**config.mk**
```make
export PLATFORM = sky130hd
export DESIGN_NAME = serial_adder_flat
export DESIGN_NICKNAME = d
export VERILOG_FILES = /design/src/rtl/serial_adder_if.sv /design/src/rtl/serial_adder.sv /design/src/flat_wrapper.sv
export SDC_FILE = /design/constraint.sdc
export NUM_CORES = 1
export LEC_CHECK = 0
export CORE_MARGIN = 3
export CORE_UTILIZATION = 50
export CTS_CLUSTER_DIAMETER = 30
export DETAILED_ROUTE_END_ITERATION = 7
export PLACE_DENSITY = 0.83
export SYNTH_ARGS = -nofsm -noshare
export SYNTH_HDL_FRONTEND = slang
export SYNTH_SLANG_ARGS = --single-unit
export TNS_END_PERCENT = 30
```
**constraint.sdc**
```tcl
create_clock -name clk -period 1.8 [get_ports clk]
set_input_delay 0.36 -clock clk [delete_from_list [all_inputs] [get_ports clk]]
set_output_delay 0.36 -clock clk [all_outputs]
set_load 0.005 [all_outputs]
```
**src/rtl/serial_adder_if.sv**
```systemverilog
// serial_adder_if: start/done handshake and operand/result bus of the bit-serial adder
interface serial_adder_if #(parameter int W = 8);
    logic         start;
    logic [W-1:0] a;
    logic [W-1:0] b;
    logic         cin;
    logic         busy;
    logic         done;
    logic [W-1:0] sum;
    logic         cout;
    modport master (output start, a, b, cin, input busy, done, sum, cout);
    modport slave  (input start, a, b, cin, output busy, done, sum, cout);
endinterface

```
**src/rtl/serial_adder.sv**
```systemverilog
// serial_adder: LSB-first bit-serial adder, one full-adder cell plus carry flop, W+1 cycles per add
module serial_adder #(parameter int W = 8) (
    input logic            clk,
    input logic            rst_n,
    serial_adder_if.slave  bus
);
    localparam int CW = (W > 1) ? $clog2(W) : 1;
    typedef enum logic [1:0] {IDLE, RUN, DONE} state_t;
    state_t        state;
    logic [W-1:0]  a_sh;
    logic [W-1:0]  b_sh;
    logic [W-1:0]  r_sh;
    logic          c;
    logic [CW-1:0] cnt;
    logic          s;
    logic          c_nx;
    logic [W-1:0]  r_nx;
    // full-adder cell; the new sum bit enters the working result from the MSB side
    always_comb begin
        s    = a_sh[0] ^ b_sh[0] ^ c;
        c_nx = (a_sh[0] & b_sh[0]) | (a_sh[0] & c) | (b_sh[0] & c);
        r_nx = (r_sh >> 1) | (W'(s) << (W - 1));
    end
    // sequencing FSM; sum/cout are loaded only at RUN exit so they never show partial results
    always_ff @(posedge clk or negedge rst_n) begin
        if (!rst_n) begin
            state    <= IDLE;
            a_sh     <= '0;
            b_sh     <= '0;
            r_sh     <= '0;
            c        <= 1'b0;
            cnt      <= '0;
            bus.busy <= 1'b0;
            bus.done <= 1'b0;
            bus.sum  <= '0;
            bus.cout <= 1'b0;
        end else begin
            case (state)
                IDLE: begin
                    bus.done <= 1'b0;
                    if (bus.start) begin
                        a_sh     <= bus.a;
                        b_sh     <= bus.b;
                        c        <= bus.cin;
                        cnt      <= '0;
                        bus.busy <= 1'b1;
                        state    <= RUN;
                    end
                end
                RUN: begin
                    a_sh <= a_sh >> 1;
                    b_sh <= b_sh >> 1;
                    c    <= c_nx;
                    r_sh <= r_nx;
                    cnt  <= cnt + 1'b1;
                    if (cnt == CW'(W - 1)) begin
                        bus.sum  <= r_nx;
                        bus.cout <= c_nx;
                        bus.done <= 1'b1;
                        state    <= DONE;
                    end
                end
                DONE: begin
                    bus.done <= 1'b0;
                    bus.busy <= 1'b0;
                    state    <= IDLE;
                end
                default: state <= IDLE;
            endcase
        end
    end
endmodule
```
**src/flat_wrapper.sv**
```systemverilog
// flat-port wrapper written by rule: the top's interface ports become plain ports
module serial_adder_flat 
#(parameter int W = 8)
  (clk, rst_n, bus_start, bus_a, bus_b, bus_cin, bus_busy, bus_done, bus_sum, bus_cout);
  serial_adder_if #(.W(W)) bus_i ();
  input logic clk;
  input logic rst_n;
  input wire logic [$bits(bus_i.start)-1:0] bus_start;
  input wire logic [$bits(bus_i.a)-1:0] bus_a;
  input wire logic [$bits(bus_i.b)-1:0] bus_b;
  input wire logic [$bits(bus_i.cin)-1:0] bus_cin;
  output wire logic [$bits(bus_i.busy)-1:0] bus_busy;
  output wire logic [$bits(bus_i.done)-1:0] bus_done;
  output wire logic [$bits(bus_i.sum)-1:0] bus_sum;
  output wire logic [$bits(bus_i.cout)-1:0] bus_cout;
  assign bus_i.start = bus_start;
  assign bus_i.a = bus_a;
  assign bus_i.b = bus_b;
  assign bus_i.cin = bus_cin;
  assign bus_busy = bus_i.busy;
  assign bus_done = bus_i.done;
  assign bus_sum = bus_i.sum;
  assign bus_cout = bus_i.cout;
  serial_adder #(.W(W)) u_core (.clk(clk), .rst_n(rst_n), .bus(bus_i));
endmodule
```
==> impl_results.md, run 1 <==
- Antenna violations before repair: 0
- Via/cell ratio: 5.57
- Drt wl/cell: 15.7 um
- Max-slew violation count: 0
- Number of library cell types mapped by synthesis: 26
- Hold path depth: 1
- Pin count of the biggest net entering global routing: 22
- Reg2reg end: u_core.b_sh[2]$_DFFE_PN0P_
- Hold slack: 501 ps
- Yosys warns: 0
- Placement Setup Slack: 31.2 ps
- IO Count: 31
- GRT Overall Usage: 18.2%
- Worst Path Required: 2030 ps
- Reg-to-reg startpoint: u_core.state[0]$_DFFE_PN0P_
- Postcts setup bufs: 0
- Post-route core utilization: 66.0%
- FMAX: 630 MHz
- Max Cap Viol: 0
- DR vias: 1,204
- # nets final: 192
- DRC Markers: 0
- Area contributors post-synth: dfrtp_1 (55%), mux2_2 (9.9%), o221a_2 (5.0%)
- DRT met1 WL: 1390 um
- Num CTS Buffers: 5
- Total leakage power: 0.953 nW
- CP max FO: 16
- Total power: 3.65 mW
- Min-Delay Path Class: flop to flop
- Worst-margin pin slew: 507 ps
- Worst Hold End: u_core.cnt[0]$_DFFE_PN0P_
- Final Hold Fails: 0
- Cells after synthesis: 136
- Startpoint Class: flop
- Async SR Flop Fraction: 100%
- Vias in the first global route: 1,272
- Setup ws final: 213 ps
- CTS max path bufs: 2
- Yosys reg bits: 40
- Cell Rows: 21
- Cell Count, Final, Fillers Out: 216
- Overflow after GRT: 0
- Post-Route WL: 3390 um
- Adder-cell share of the synthesized area: 2.48%
- Worst-skew pair later-pin latency: 340 ps
- Largest family of logic cells by synthesized area: simple AND/OR/NAND/NOR gates
- Post-synth top cells: dfrtp_1 (40), mux2_2 (16), buf_2 (10)
- Mux cell area share after synthesis: 10.5%
- Mapped Area: 1810 sq um
- Top FF cell, synth: dfrtp_1
- Dpl hpwl: 2450 um
- Proportion of layout cells with a drive suffix above 1: 24.7%
- Post-CTS resize count: 0
- Synth top area share: 55.2%
- Antenna viol nets, final: 0
- Cell taking the most area after synthesis: dfrtp_1
- Iter 0 DRT Violations: 52
- Syn_nets: 159
- Worst path arrival time: 1820 ps
- RD Place Congestion: 0.751
- Antenna cells: 0
- Worst vdd ir: 0.000698 V
- Minimum clock period: 1590 ps
- Met3 wire len: 143 um
- # setup viols final: 0
- XOR/XNOR share of the synthesized area: 0%
- Simple-gate share of the synthesized area: 13.8%
- Reg2reg setup slack: 210 ps
- Setup TNS: 0 ps
- # clock sinks: 40
- Relative slew slack: 66.2%
- H-tree lvl count: 2
- DIE HEIGHT: 66.2 um
- Number of flops mapped to enable cells by yosys: 0
- Area grow syn2layout: 24.2%
- Placed inst area: 2160 sq um
- Pwr per Cell Area: 1620 nW/um^2
- CTS root buf: clkbuf_4
- Number of buffers added on ports: 30
- Global-route wire length before repair: 5920 um
- Syn Area/Cell: 13.3 sq um
- Initial Util: 53.1%
- Met2 WL: 1810 um
- Highest metal layer with signal wires: met4
- Final instance area: 2250 sq um
- Outcome: completed
- Die X: 66.2 um
- Die area: 4390 sq um
- Pre-antenna DRT Iters: 4
- Crit path capture type: flop
- Critical path class: flop to flop
- CTS tree: yes
- RSZ-0062 raised after global routing: no
- Core ar.: 3420 sq um
- Sequential fraction of the synthesis area: 55.2%
- Tcrit/Tclk final: 88.2%
- Dpl cells: 207
- Fin Clk Skew: 7.69 ps
- Register-to-Register Path Depth: 3
- Worst-path clk slew: 110 ps
- Compound-Gate Fraction of Synth Area: 12.0%
- HP Start: u_core.cnt[0]$_DFFE_PN0P_
- Most numerous cell in the Yosys netlist: dfrtp_1
[cell usage in the layout (no fill, tap or decap), types with 2 or more instances in the layout]
cell             count
a211oi_1             7
a22o_1               2
buf_4                7
clkbuf_4             5
clkdlybuf4s50_1     29
dfrtp_1             40
ha_1                 2
inv_1                9
mux2_2              16
nor2b_1              4
nor3b_1              8
nor4b_1              7
o221a_2              8
or4b_1               8
[registers in the layout, summed over array words and instances (netlist names)]
name             cells
u_core.a_sh          8
u_core.b_sh          8
u_core.bus.sum       8
u_core.r_sh          7
u_core.cnt           3
u_core.state         2
u_core.bus.busy      1
u_core.bus.cout      1
u_core.bus.done      1
u_core.c             1
[kinds of logic after synthesis]
group | after synthesis
AOI/OAI and AO/OA | 24
DFF | 40
adders and majority gates | 3
buffers and inverters | 22
muxes | 17
and+or+nand+nor | 30
[worst max path at each step]
stage / from / endpoint / slack [ps] / cells past startpoint
2_1_floorplan: u_core.cnt[0]$_DFFE_PN0P_ / u_core.bus.cout$_DFFE_PN0P_ / 310 / 5
3_3_place_gp: bus_start / u_core.b_sh[2]$_DFFE_PN0P_ / 70 / 3
3_5_place_dp: bus_start / u_core.b_sh[2]$_DFFE_PN0P_ / 30 / 3
4_1_cts: u_core.bus.sum[6]$_DFFE_PN0P_ / bus_sum[6] / 190 / 1
5_1_grt: u_core.state[0]$_DFFE_PN0P_ / u_core.c$_DFFE_PN0P_ / 120 / 3
6_report: u_core.state[0]$_DFFE_PN0P_ / u_core.b_sh[2]$_DFFE_PN0P_ / 210 / 3
[where the power goes]
group	leakage, nW	internal, mW	switching [mW]
clock network	0.0412	0.290	0.284
logic	0.438	0.903	0.538
registers	0.474	1.33	0.299
[worst max-delay path, cell delays in order, from the launching register on]
cell and delay, ps:
dfrtp_1 640, nand2b_1 310, buf_4 260, o221a_2 270
[layer usage]
layer | GRT usage, % | up-vias
met5 | 0 | -
li1 | - | 571
met2 | 30.9 | 27
met1 | 21.6 | 601
met4 | 8.38 | 0
met3 | 4.59 | 5
[area by class of cell]
cell class	count	area (sq um)
inverters	9	33.8
clock buffers	5	37.5
fillers	278	1160
well taps	46	57.6
multi-input cells	74	703
clock inverters	3	42.5
repair buffers	39	378
flip-flops and latches	40	1000
[timing repair]
action,in CTS,in global routing
setup endpoints to repair,0,0
hold buffers,1,0
endpoints found under the hold margin,19,0
Power figures use the tool's default switching activity.
==> run 2, diff against run 1 <==
--- a/config.mk
+++ b/config.mk
@@ -5,11 +5,10 @@
 export SDC_FILE = /design/constraint.sdc
 export NUM_CORES = 1
 export LEC_CHECK = 0
-export CORE_MARGIN = 3
-export CORE_UTILIZATION = 50
+export CORE_UTILIZATION = 52
 export CTS_CLUSTER_DIAMETER = 30
 export DETAILED_ROUTE_END_ITERATION = 7
-export PLACE_DENSITY = 0.83
+export PLACE_DENSITY = 0.86
 export SYNTH_ARGS = -nofsm -noshare
 export SYNTH_HDL_FRONTEND = slang
 export SYNTH_SLANG_ARGS = --single-unit
==> impl_results.md, run 2 (synthesized netlist as in run 1, its figures left out) <==
- Worst path arrival time: 1230 ps (-590 ps)
- GRT Overall Usage: 21.6% (+3.3 points)
- DRC Markers: 0 (unchanged)
- # clock sinks: 40 (unchanged)
- Die area: 3730 sq um (-15%)
- Hold slack: 463 ps (-37.3 ps)
- Total power: 3.68 mW (+0.93%)
- Most frequent cells in the layout: dfrtp_1 (40), clkdlybuf4s50_1 (29), mux2_2 (16)
- Startpoint Class: flop
- Max-slew violation count: 0 (unchanged)
- CP cell instances: clkdlybuf4s50_1
- Proportion of layout cells with a drive suffix above 1: 24.3% (-0.45 points)
- FMAX: 631 MHz (about the same)
- Placed inst area: 2160 sq um (-0.35%)
- Cell Rows: 21 (unchanged)
- Setup TNS: 0 ps (unchanged)
- Antenna cells: 0 (unchanged)
- Pre-antenna DRT Iters: 4 (unchanged)
- # fillers: 261 (-6.1%)
- DIE HEIGHT: 61.1 um (-7.8%)
- Iter 0 DRT Violations: 49 (-5.8%)
- Max Cap Viol: 0 (unchanged)
- Drt wl/cell: 15.1 um (-3.6%)
- Number of buffers added on ports: 30 (unchanged)
- RSZ-0062 raised after global routing: no
- RD Place Congestion: 0.725 (-3.6%)
- Reg-to-reg startpoint: u_core.state[1]$_DFFE_PN0P_
- CTS root buf: clkbuf_4
- CTS tree: yes
- H-tree lvl count: 2 (unchanged)
- IO Count: 31 (unchanged)
- Antenna violations before repair: 0 (unchanged)
- Psw: 1.09 mW (-3.1%)
- Commonest non-fill, non-tap cell in the layout: dfrtp_1
- Tcrit/Tclk final: 88.1% (about the same)
- Top Registers: u_core.a_sh (8), u_core.b_sh (8), u_core.bus.sum (8)
- Num CTS Buffers: 5 (unchanged)
- Post-CTS resize count: 0 (unchanged)
- Final Hold Fails: 0 (unchanged)
- Worst vdd ir: 0.000742 V (+6.3%)
- Cell Count, Final, Fillers Out: 215 (-0.46%)
- Antenna viol nets, final: 0 (unchanged)
- Worst-margin pin slew: 557 ps (+49.5 ps)
- Sw frac: 29.5% (-1.2 points)
- Initial Util: 54.4% (+1.3 points)
- Crit path capture type: output port
- Slowest CP cell: clkdlybuf4s50_1
- WP buf/inv: 1 (unchanged)
- Critical path class: flop to output port
- Die X: 61.1 um (-7.8%)
- Post-route core utilization: 67.8% (+1.8 points)
- Worst-path clk slew: 120 ps (about the same)
- Placement Setup Slack: 11.1 ps (-20.1 ps)
- Min-Delay Path Class: primary input to asynchronous set/reset pin
- Slowest stage delay, CP: 510 ps (-130 ps)
- Final instance area: 2260 sq um (+0.33%)
- Relative slew slack: 62.9% (-3.3 points)
- Core ar.: 3340 sq um (-2.3%)
- DR vias: 1,215 (+0.91%)
- Area of the multi-input gates: 703 sq um (unchanged)
- Worst-skew pair later-pin latency: 340 ps (about the same)
- Vias in the first global route: 1,197 (-5.9%)
- CTS max path bufs: 2 (unchanged)
- Post-Route WL: 3260 um (-4.0%)
- Total leakage power: 0.958 nW (+0.52%)
- # nets final: 191 (-0.52%)
- # setup viols final: 0 (unchanged)
- Area grow syn2layout: 24.6%
- Seq pwr share: 44.1% (-0.6 points)
- Dpl hpwl: 2320 um (-5.0%)
- Setup ws final: 214 ps (+1.14 ps)
- Postcts setup bufs: 0 (unchanged)
- Pin count of the biggest net entering global routing: 24 (+9.1%)
- Fin Clk Skew: 9.73 ps (+2.04 ps)
- Clock Power Share: 17.5% (+1.8 points)
- Via/cell ratio: 5.65 (+1.4%)
- CP startpoint: u_core.bus.busy$_DFFE_PN0P_
- Dpl cells: 206 (-0.48%)
- Power share of the combinational group: 38.4% (-1.1 points)
- Worst Path Required: 1440 ps (-590 ps)
- Minimum clock period: 1590 ps (-1.14 ps)
- Reg area: 1000 sq um (unchanged)
- Global-route wire length before repair: 5640 um (-4.7%)
- CP max FO: 2 (-14)
- Critical path's top delay family: buffers and inverters
- Outcome: completed
- Pwr per Cell Area: 1630 nW/um^2 (+0.60%)
- Overflow after GRT: 0 (unchanged)
- Internal power: 2.59 mW (+2.7%)
-- run 2: cell types whose count changed in the layout (fill, tap and decap cells not counted), sizes merged --
cell,previous run,this run
clkbuf,5,7
clkinvlp,1,0
buf,9,8
clkinv,1,0
-- run 2: what timing repair did --
item                                   in CTS  in global routing
setup endpoints to repair                   0                  0
hold buffers                                1                  0
endpoints found under the hold margin      17                  0
-- run 2: cell type report --
type                    instances  share of cell area, %
clock buffers                   7                   2.88
clock inverters                 1                   1.33
inverters                       9                   1.49
multi-input cells              74                   31.1
flip-flops and latches         40                   44.3
well taps                      46                   2.55
repair buffers                 38                   16.4
-- run 2: final timing paths --
| path | slack, ps | cells past startpoint | to |
|---|---|---|---|
| worst max-delay path | 210 | 1 | bus_busy |
| worst min-delay path | 460 | 2 | u_core.r_sh[2]$_DFFE_PN0P_ |
| worst max register to register | 220 | 3 | u_core.r_sh[4]$_DFFE_PN0P_ |
| worst min register to register | 490 | 1 | u_core.cnt[0]$_DFFE_PN0P_ |
| max in group asynchronous | 880 | 3 | u_core.b_sh[2]$_DFFE_PN0P_ |
| min in group clk | 490 | 1 | u_core.cnt[0]$_DFFE_PN0P_ |
-- run 2: layer usage --
layer / vias up / GRT usage (%) / share of wire [%]
met5: - / 0 / 0
met3: 7 / 6.93 / 3.6
met2: 36 / 36.3 / 53
li1: 572 / - / -
met1: 600 / 25.6 / 41
met4: 0 / 8.77 / 2.5
-- run 2: power groups by stage --
stage	registers (mW)	clock network, mW	logic [mW]
floorplan	1.56	0	0.998
finish	1.62	0.646	1.41
CTS	1.63	0.663	1.44
detailed placement	1.64	0	1.44
global route	1.69	0.717	1.58
global placement	1.61	0	1.35
==> run 3, diff against run 2 <==
--- a/config.mk
+++ b/config.mk
@@ -5,8 +5,9 @@
 export SDC_FILE = /design/constraint.sdc
 export NUM_CORES = 1
 export LEC_CHECK = 0
+export CORE_MARGIN = 4
 export CORE_UTILIZATION = 52
-export CTS_CLUSTER_DIAMETER = 30
+export CTS_CLUSTER_DIAMETER = 50
 export DETAILED_ROUTE_END_ITERATION = 7
 export PLACE_DENSITY = 0.86
 export SYNTH_ARGS = -nofsm -noshare
==> impl_results.md, run 3 (synthesized netlist as in run 1, its figures left out) <==
- Outcome: completed
- CTS max path bufs: 2 (unchanged)
- Max Cap Viol: 0 (unchanged)
- Final Hold Fails: 0 (unchanged)
- Worst-path clk slew: 130 ps (about the same)
- Antenna violations before repair: 0 (unchanged)
- Gr busiest metal: met2
- Reg-to-reg startpoint: u_core.cnt[0]$_DFFE_PN0P_
- Antenna cells: 0 (unchanged)
- M3 GR Usage: 4.72% (-2.2 points)
- Worst Path Required: 1440 ps (about the same)
- Pin count of the biggest net entering global routing: 41 (+71%)
- Met2 usage: 28.0% (-8.4 points)
- Num CTS Buffers: 5 (unchanged)
- Critical path's top delay family: buffers and inverters
- Postcts setup bufs: 0 (unchanged)
- CP cell instances: clkdlybuf4s50_1
- Register-to-Register Path Depth: 5 (+2)
- Worst vdd ir: 0.000746 V (+0.48%)
- # clock sinks: 40 (unchanged)
- Antenna viol nets, final: 0 (unchanged)
- Most frequent cells in the layout: dfrtp_1 (40), clkdlybuf4s50_1 (29), mux2_2 (16)
- Critical path depth: 1 (unchanged)
- Seq pwr share: 40.7% (-3.4 points)
- Post-CTS resize count: 0 (unchanged)
- Min-Delay Path Class: primary input to asynchronous set/reset pin
- Area grow syn2layout: 26.4%
- # setup viols final: 0 (unchanged)
- Worst-skew pair later-pin latency: 350 ps (about the same)
- Global-route wire length before repair: 5600 um (-0.74%)
- Core ar.: 3360 sq um (+0.79%)
- Number of buffers added on ports: 30 (unchanged)
- Worst path arrival time: 1230 ps (about the same)
- Iter 0 DRT Violations: 60 (+22%)
- Post-route core utilization: 68.2% (+0.44 points)
- Drt wl/cell: 15.7 um (+3.9%)
- Crit path capture type: output port
- Overflow after GRT: 0 (unchanged)
- Pwr per Cell Area: 1720 nW/um^2 (+5.7%)
- Placement Setup Slack: 8.41 ps (-2.73 ps)
- Worst-margin pin slew: 482 ps (-74.9 ps)
- FMAX: 629 MHz (-0.20%)
- DRC Markers: 0 (unchanged)
- Fin Clk Skew: 15.0 ps (+5.26 ps)
- Power share of the combinational group: 37.3% (-1.1 points)
- Total leakage power: 0.977 nW (+2.0%)
- Slowest stage delay, CP: 510 ps (about the same)
- # nets final: 193 (+1.0%)
- Top Registers: u_core.a_sh (8), u_core.b_sh (8), u_core.bus.sum (8)
- H-tree lvl count: 2 (unchanged)
- DIE HEIGHT: 67.1 um (+9.8%)
- Via/cell ratio: 5.51 (-2.5%)
- Psw: 1.13 mW (+4.2%)
- Clock Power Share: 21.9% (+4.4 points)
- Critical path class: flop to output port
- Minimum clock period: 1590 ps (+3.16 ps)
- Setup TNS: 0 ps (unchanged)
- CP startpoint: u_core.bus.sum[3]$_DFFE_PN0P_
- CTS tree: yes
- Dpl hpwl: 2520 um (+8.5%)
- CP max FO: 2 (unchanged)
- Vias in the first global route: 1,261 (+5.3%)
- WP buf/inv: 1 (unchanged)
- Met1 usage: 20.5% (-5.2 points)
- Cell Rows: 21 (unchanged)
- Initial Util: 53.9% (-0.42 points)
- Die area: 4500 sq um (+21%)
- Relative slew slack: 67.9% (+5.0 points)
- Cell Count, Final, Fillers Out: 217 (+0.93%)
- Startpoint Class: flop
- Internal power: 2.81 mW (+8.5%)
- Proportion of layout cells with a drive suffix above 1: 25.7% (+1.5 points)
- DR vias: 1,196 (-1.6%)
- Setup ws final: 211 ps (-3.16 ps)
- Pre-antenna DRT Iters: 4 (unchanged)
- RSZ-0062 raised after global routing: no
- IO Count: 31 (unchanged)
- Max-slew violation count: 0 (unchanged)
- GRT Overall Usage: 17.0% (-4.5 points)
- CTS root buf: clkbuf_4
- RD Place Congestion: 0.774 (+6.8%)
- Commonest non-fill, non-tap cell in the layout: dfrtp_1
- Post-Route WL: 3420 um (+4.9%)
- Die X: 67.1 um (+9.8%)
- Tcrit/Tclk final: 88.3% (+0.18 points)
- Total power: 3.95 mW (+7.2%)
- Post-CTS Hold Buffers: 0 (-1)
- Slowest CP cell: clkdlybuf4s50_1
- Sw frac: 28.7% (-0.84 points)
- Reg2reg end: u_core.bus.sum[3]$_DFFE_PN0P_
- Dpl cells: 209 (+1.5%)
- Reg2reg setup slack: 240 ps (+20 ps)
run 3: changes by cell type in the layout (fill, tap and decap cells not counted), sizes merged:
cell         previous run  this run
buf                     8        11
clkbuf                  7         5
bufinv                  1         3
dlygate4sd3             1         0
run 3: layout make-up:
type | count | area (sq um)
well taps | 46 | 57.6
inverters | 9 | 33.8
clock inverters | 3 | 90.1
repair buffers | 40 | 370
flip-flops and latches | 40 | 1000
multi-input cells | 74 | 703
fillers | 260 | 1070
clock buffers | 5 | 37.5
run 3: through the flow:
stage / area, sq um / hold WS (ps)
finish: 2290 / 44.4
global route: 2290 / 53.1
CTS: 2290 / 52.1
detailed placement: 2170 / 440
global placement: 2170 / 430
floorplan: 1810 / 64.4
run 3: worst max path at each step:
stage,end
after floorplan,u_core.bus.cout$_DFFE_PN0P_
after global placement,u_core.b_sh[0]$_DFFE_PN0P_
after detailed placement,u_core.b_sh[1]$_DFFE_PN0P_
after CTS,bus_sum[3]
after global routing,bus_sum[3]
final,bus_sum[3]
run 3: power by group through the flow:
stage,Combinational [mW],Clock (mW),Sequential (mW)
finish,1.47,0.865,1.61
floorplan,0.998,0,1.56
global placement,1.41,0,1.59
CTS,1.50,0.879,1.60
detailed placement,1.49,0,1.63
global route,1.62,0.927,1.66
run 3: metal layers:
layer,share of wire (%),up-vias
li1,-,571
met3,4.0,12
met2,49,41
met4,2.5,0
met1,44,572
met5,0,-
